File: src/rtl/wb_pkg.sv
// Shared types and constants for the writeback stage: source-select encoding and load funct3 codes.
package wb_pkg;

    typedef enum logic [1:0] {
        WB_ALU = 2'b00,
        WB_MEM = 2'b01,
        WB_PC4 = 2'b10,
        WB_IMM = 2'b11
    } wb_sel_e;

    localparam logic [2:0] F3_LB  = 3'b000;
    localparam logic [2:0] F3_LH  = 3'b001;
    localparam logic [2:0] F3_LW  = 3'b010;
    localparam logic [2:0] F3_LBU = 3'b100;
    localparam logic [2:0] F3_LHU = 3'b101;

endpackage

File: src/rtl/wb_select_stage_if.sv
// MEM->WB bundle: upstream entry, pipeline control and registered writeback outputs.
interface wb_select_stage_if #(
    parameter int XLEN   = 32,
    parameter int REG_AW = 5,
    parameter int CNT_W  = 64
);
    logic              in_valid;
    logic              stall;
    logic              flush;
    logic [1:0]        wb_sel;
    logic [XLEN-1:0]   alu_res;
    logic [XLEN-1:0]   load_data;
    logic [XLEN-1:0]   pc_plus4;
    logic [XLEN-1:0]   imm;
    logic [2:0]        funct3;
    logic [1:0]        byte_off;
    logic [REG_AW-1:0] rd_addr;
    logic              rd_we_in;
    logic              wb_valid;
    logic [XLEN-1:0]   wb_data;
    logic [REG_AW-1:0] wb_rd;
    logic              wb_we;
    logic [CNT_W-1:0]  instret;

    modport master (
        output in_valid, stall, flush, wb_sel, alu_res, load_data, pc_plus4, imm,
               funct3, byte_off, rd_addr, rd_we_in,
        input  wb_valid, wb_data, wb_rd, wb_we, instret
    );

    modport slave (
        input  in_valid, stall, flush, wb_sel, alu_res, load_data, pc_plus4, imm,
               funct3, byte_off, rd_addr, rd_we_in,
        output wb_valid, wb_data, wb_rd, wb_we, instret
    );
endinterface

File: src/rtl/load_extend.sv
// Combinational load alignment and sign/zero extension of a raw data-memory word.
module load_extend
    import wb_pkg::*;
#(
    parameter int XLEN = 32
) (
    input  logic [2:0]      funct3,
    input  logic [1:0]      byte_off,
    input  logic [XLEN-1:0] load_data,
    output logic [XLEN-1:0] ext_data
);
    logic [7:0]  word_bytes [4];
    logic [7:0]  lane_b;
    logic [15:0] lane_h;
    logic [31:0] lane_w;

    // Lanes are always taken from the low 32 bits; wider offsets are resolved upstream.
    generate
        for (genvar gi = 0; gi < 4; gi++) begin : g_bytes
            assign word_bytes[gi] = load_data[8*gi +: 8];
        end
    endgenerate

    always_comb begin
        lane_b = word_bytes[byte_off];
        lane_h = byte_off[1] ? {word_bytes[3], word_bytes[2]} : {word_bytes[1], word_bytes[0]};
        lane_w = load_data[31:0];
        ext_data = load_data;
        case (funct3)
            F3_LB:   ext_data = XLEN'($signed(lane_b));
            F3_LH:   ext_data = XLEN'($signed(lane_h));
            F3_LW:   ext_data = XLEN'($signed(lane_w));
            F3_LBU:  ext_data = XLEN'(lane_b);
            F3_LHU:  ext_data = XLEN'(lane_h);
            default: ext_data = load_data;
        endcase
    end
endmodule

File: src/rtl/wb_select_stage.sv
// MEM/WB pipeline register with writeback-source select, x0 write suppression and retire counter.
// Optional load extension is built when WB_LOAD_EXT_EN is defined.
module wb_select_stage
    import wb_pkg::*;
#(
    parameter int XLEN   = 32,
    parameter int REG_AW = 5,
    parameter int CNT_W  = 64
) (
    input  logic clk,
    input  logic rst,
    wb_select_stage_if.slave bus
);
    logic [XLEN-1:0]   mem_data;
    logic [XLEN-1:0]   sel_data;
    logic [XLEN-1:0]   data_next;
    logic              we_next;

    logic              valid_reg;
    logic              we_reg;
    logic [XLEN-1:0]   data_reg;
    logic [REG_AW-1:0] rd_reg;
    logic [CNT_W-1:0]  instret_reg;

`ifdef WB_LOAD_EXT_EN
    load_extend #(.XLEN(XLEN)) u_load_extend (
        .funct3    (bus.funct3),
        .byte_off  (bus.byte_off),
        .load_data (bus.load_data),
        .ext_data  (mem_data)
    );
`else
    logic unused_ext;
    assign mem_data   = bus.load_data;
    assign unused_ext = ^{bus.funct3, bus.byte_off};
`endif

    always_comb begin
        sel_data = bus.alu_res;
        case (wb_sel_e'(bus.wb_sel))
            WB_ALU:  sel_data = bus.alu_res;
            WB_MEM:  sel_data = mem_data;
            WB_PC4:  sel_data = bus.pc_plus4;
            WB_IMM:  sel_data = bus.imm;
            default: sel_data = bus.alu_res;
        endcase
    end

    // Bubbles carry zero data; x0 is never written.
    assign data_next = bus.in_valid ? sel_data : '0;
    assign we_next   = bus.in_valid & bus.rd_we_in & (bus.rd_addr != '0);

    always_ff @(posedge clk) begin
        if (rst) begin
            valid_reg   <= 1'b0;
            we_reg      <= 1'b0;
            data_reg    <= '0;
            rd_reg      <= '0;
            instret_reg <= '0;
        end else if (bus.flush) begin
            valid_reg <= 1'b0;
            we_reg    <= 1'b0;
            data_reg  <= '0;
            rd_reg    <= '0;
        end else if (!bus.stall) begin
            valid_reg   <= bus.in_valid;
            we_reg      <= we_next;
            data_reg    <= data_next;
            rd_reg      <= bus.rd_addr;
            instret_reg <= instret_reg + CNT_W'(bus.in_valid);
        end
    end

    assign bus.wb_valid = valid_reg;
    assign bus.wb_we    = we_reg;
    assign bus.wb_data  = data_reg;
    assign bus.wb_rd    = rd_reg;
    assign bus.instret  = instret_reg;
endmodule

File: src/flat_wrapper.sv
// flat-port wrapper written by rule: the top's interface ports become plain ports
module wb_select_stage_flat import wb_pkg::*;
#(
    parameter int XLEN   = 32,
    parameter int REG_AW = 5,
    parameter int CNT_W  = 64
)
  (clk, rst, bus_in_valid, bus_stall, bus_flush, bus_wb_sel, bus_alu_res, bus_load_data, bus_pc_plus4, bus_imm, bus_funct3, bus_byte_off, bus_rd_addr, bus_rd_we_in, bus_wb_valid, bus_wb_data, bus_wb_rd, bus_wb_we, bus_instret);
  wb_select_stage_if #(.XLEN(XLEN), .REG_AW(REG_AW), .CNT_W(CNT_W)) bus_i ();
  input  logic clk;
  input  logic rst;
  input wire logic [$bits(bus_i.in_valid)-1:0] bus_in_valid;
  input wire logic [$bits(bus_i.stall)-1:0] bus_stall;
  input wire logic [$bits(bus_i.flush)-1:0] bus_flush;
  input wire logic [$bits(bus_i.wb_sel)-1:0] bus_wb_sel;
  input wire logic [$bits(bus_i.alu_res)-1:0] bus_alu_res;
  input wire logic [$bits(bus_i.load_data)-1:0] bus_load_data;
  input wire logic [$bits(bus_i.pc_plus4)-1:0] bus_pc_plus4;
  input wire logic [$bits(bus_i.imm)-1:0] bus_imm;
  input wire logic [$bits(bus_i.funct3)-1:0] bus_funct3;
  input wire logic [$bits(bus_i.byte_off)-1:0] bus_byte_off;
  input wire logic [$bits(bus_i.rd_addr)-1:0] bus_rd_addr;
  input wire logic [$bits(bus_i.rd_we_in)-1:0] bus_rd_we_in;
  output wire logic [$bits(bus_i.wb_valid)-1:0] bus_wb_valid;
  output wire logic [$bits(bus_i.wb_data)-1:0] bus_wb_data;
  output wire logic [$bits(bus_i.wb_rd)-1:0] bus_wb_rd;
  output wire logic [$bits(bus_i.wb_we)-1:0] bus_wb_we;
  output wire logic [$bits(bus_i.instret)-1:0] bus_instret;
  assign bus_i.in_valid = bus_in_valid;
  assign bus_i.stall = bus_stall;
  assign bus_i.flush = bus_flush;
  assign bus_i.wb_sel = bus_wb_sel;
  assign bus_i.alu_res = bus_alu_res;
  assign bus_i.load_data = bus_load_data;
  assign bus_i.pc_plus4 = bus_pc_plus4;
  assign bus_i.imm = bus_imm;
  assign bus_i.funct3 = bus_funct3;
  assign bus_i.byte_off = bus_byte_off;
  assign bus_i.rd_addr = bus_rd_addr;
  assign bus_i.rd_we_in = bus_rd_we_in;
  assign bus_wb_valid = bus_i.wb_valid;
  assign bus_wb_data = bus_i.wb_data;
  assign bus_wb_rd = bus_i.wb_rd;
  assign bus_wb_we = bus_i.wb_we;
  assign bus_instret = bus_i.instret;
  wb_select_stage #(.XLEN(XLEN), .REG_AW(REG_AW), .CNT_W(CNT_W)) u_core (.clk(clk), .rst(rst), .bus(bus_i));
endmodule
File: config.mk
export PLATFORM = sky130hd
export DESIGN_NAME = wb_select_stage_flat
export DESIGN_NICKNAME = d
export VERILOG_FILES = /design/src/rtl/wb_pkg.sv /design/src/rtl/wb_select_stage_if.sv /design/src/rtl/load_extend.sv /design/src/rtl/wb_select_stage.sv /design/src/flat_wrapper.sv
export SDC_FILE = /design/constraint.sdc
export NUM_CORES = 1
export LEC_CHECK = 0
export ABC_AREA = 1
export ABC_CLOCK_PERIOD_IN_PS = 1750
export BUFFER_PORTS_ARGS = -buffer_cell sky130_fd_sc_hd__buf_2
export CAP_MARGIN = 30
export CELL_PAD_IN_SITES_DETAIL_PLACEMENT = 0
export CELL_PAD_IN_SITES_GLOBAL_PLACEMENT = 1
export CORE_AREA = 3 3 111 192
export CTS_BUF_LIST = sky130_fd_sc_hd__clkbuf_2 sky130_fd_sc_hd__clkbuf_4 sky130_fd_sc_hd__clkbuf_8
export DETAILED_ROUTE_END_ITERATION = 16
export DIE_AREA = 0 0 114 195
export PLACE_DENSITY_LB_ADDON = 0.25
export SYNTH_ARGS = -nofsm -noshare
export SYNTH_HDL_FRONTEND = slang
export SYNTH_SLANG_ARGS = --single-unit
File: constraint.sdc
create_clock -name clk -period 1.75 [get_ports clk]
set_input_delay 0.35 -clock clk [delete_from_list [all_inputs] [get_ports clk]]
set_output_delay 0.35 -clock clk [all_outputs]
set_load 0.01 [all_outputs]
==> results_dict.tcl <==
set metrics [dict create \
    status "completed" \
    crit_arrival_ns 1.98 \
    avgSynthCellArea_um2 6.13 \
    fmax_mhz 592 \
    syn_to_final_growth_pct 42.9 \
    first_pass_iters 5 \
    postCtsHoldBufs 0 \
    yosysWarnings 0 \
    overflow 0 \
    rows 68 \
    netlist_instances 966 \
    tns_ns 0 \
    syn-num-nets 1114 \
    postRouteWirelength_mm 24.7 \
    crit_path_max_fanout 3 \
    cts_tree "done" \
    wire_per_inst_um 16.1 \
    period_minus_slack_ns 1.69 \
    grt_pass1_vias 7336 \
    core_area_mm2 0.0199 \
    drcViolationCount 0 \
    fin_util_pct 42.5 \
    initial_core_util_pct 29.7 \
    via_per_inst 4.74 \
    synth.distinct_cells 30 \
    ir_worst_vdd_v 0.000386 \
    placed_cells 1509 \
    tightestPinTransition_ns 0.652 \
    p_leak_nw 3.66 \
    detail-route-antenna-nets 0 \
    seq_power_share_pct 49.8 \
    vias 7253 \
    yosys_most_used_dff "dfxtp_1" \
    ioPinCount 249 \
    finClkSkew_ns 0.0201 \
    grt_max_degree 38 \
    dieArea_mm2 0.0222 \
    hold_viol 0 \
    io_buffers 243 \
    grt_usage_pct 21.9 \
    place_hpwl_mm 20.3 \
    hold_class "in2reg" \
    drt_iter0_markers 296 \
    syn_area_mm2 0.00592 \
    synth_edf_count 0 \
    grt_pass1_wl_mm 37.7 \
    die_w_um 114 \
    required_ns 2.04 \
    synthArstFlopShare_pct 0 \
    power_per_cell_area_mw_per_mm2 565 \
    switching_share_pct 25.1 \
    die_h_um 195 \
    place_congestion 0.859 \
    multi_input_comb_area_mm2 0.00361 \
    drv_cap 0 \
    worstSetupPathType "reg2reg" \
    yosysSeqAreaShare_pct 34.8 \
    period_share_pct 96.5 \
    insertion_delay_ns 0.40 \
    critPathCaptureType "flip-flop" \
    setup_viol 0 \
    p_sw_mw 1.20 \
    path_clk_slew_ns 0.11 \
    fill_cells 2284 \
    grt_antenna_before_repair 1 \
    largest_reg_flops 64 \
    worstSetupStartpointType "flip-flop" \
    antenna_cells 0 \
    rsz0062_at_grt "yes" \
    drv_slew 0 \
    final_nets 1428 \
    htree_levels 3 \
    p_int_mw 3.58 \
    synth_seq_cells 103 \
    cts.sinks 103 \
    maxSlewHeadroom_pct 56.5 \
    seq_area_mm2 0.00208 \
    drive_gt1_share_pct 33.3 \
    p_comb_share_pct 11.2 \
    pwr-share-clk_pct 39.0 \
    cts_buffers 9 \
    stdcell_count 1529 \
    cts_root_buffer "clkbuf_8" \
    cts_buffer_depth 2 \
]
## synth_stat cells, drive strengths merged, types with 6 or more instances
cell type    n  area share (%)
o21bai       9             1.1
nand2      299              19
o21ai       86             7.3
nor3         6            0.51
nand4        9            0.95
buf         15             1.4
a31oi       32             3.4
nor2       191              14
inv         75             4.8
dfxtp      103              35
clkbuf      18             1.1
a21oi       64             5.4
nand3       37             3.2
## final timing paths
check / startpoint / to / slack, ns / cells past startpoint
worst max register to register: u_core.bus.instret[0] / u_core.bus.instret[32] / 0.06 / 10
worst min-delay path: bus_rd_addr[4] / u_core.bus.wb_rd[4] / 0.21 / 3
worst max-delay path: u_core.bus.instret[0] / u_core.bus.instret[32] / 0.06 / 10
worst min register to register: u_core.bus.wb_data[7] / u_core.bus.wb_data[7] / 0.47 / 2
## per-layer routing
metal  vias up  routed length [um]  part of all wire, %  global-route usage, %
met5         -                   0                    0                      0
met4         0                1810                  7.3                   15.4
met3        66                1420                  5.8                   4.90
met2       249               13200                   54                   41.4
met1      3193                8180                   33                   19.9
li1       3745                   -                    -                      -
## logic make-up (layout without fill, tap and decap cells)
family / after synthesis / count (layout) / share of synthesized area [%]
AND/OR/NAND/NOR: 549 / 549 / 38.4
adder cells (fa/ha/maj): 2 / 2 / 0.422
buffers and inverters: 108 / 426 / 7.31
AO/OA/AOI/OAI: 196 / 196 / 17.9
flip-flops: 103 / 103 / 34.8
XOR/XNOR: 8 / 8 / 1.18
## cell usage in the layout, fill, tap and decap left out, drive strengths merged, types with 11 or more instances in the layout
cell	n
buf	336
a31oi	32
clkbuf	11
nor2	191
dfxtp	103
a21oi	64
nand2	299
nand3	37
o21ai	86
inv	75
## critical path, cell delays in order (launching register included)
cell and delay, ns:
dfxtp_2 0.36, ha_4 0.14, ha_4 0.12, buf_4 0.11, nand3_2 0.07, nor2_2 0.15, nand4_1 0.16, nor2_2 0.19
buf_4 0.13, xnor2_1 0.10, nor2_1 0.05
## what timing repair did
item,in CTS,in global routing
pin swaps,5,17
resized for setup,16,46
setup endpoints to repair,28,46
setup buffers,1,5
## stage by stage
step	power (mW)	cell area, um^2	setup slack [ns]	hold WS [ns]
floorplan	2.67	5920	0.0284	0.481
global placement	2.96	7990	-0.169	0.440
detailed placement	2.97	7990	-0.206	0.449
CTS	4.84	8300	0.00233	0.183
global route	5.00	8460	-0.0492	0.192
finish	4.78	8460	0.0615	0.208
## power groups by stage
stage / registers (mW) / clock network, mW / logic (mW)
finish: 2.38 / 1.87 / 0.535
global route: 2.39 / 2.01 / 0.600
CTS: 2.38 / 1.92 / 0.538
detailed placement: 2.43 / 0 / 0.532
global placement: 2.43 / 0 / 0.532
floorplan: 2.45 / 0 / 0.228
## final cells by class
cell class	instances	area share, %
Clock buffer	11	1.64
Clock inverter	4	1.12
Inverter	75	3.36
Multi-Input combinational cell	755	42.6
Sequential cell	103	24.5
Tap cell	245	3.62
Timing Repair Buffer	336	23.1
No activity file was read; power rests on OpenSTA's default activity.
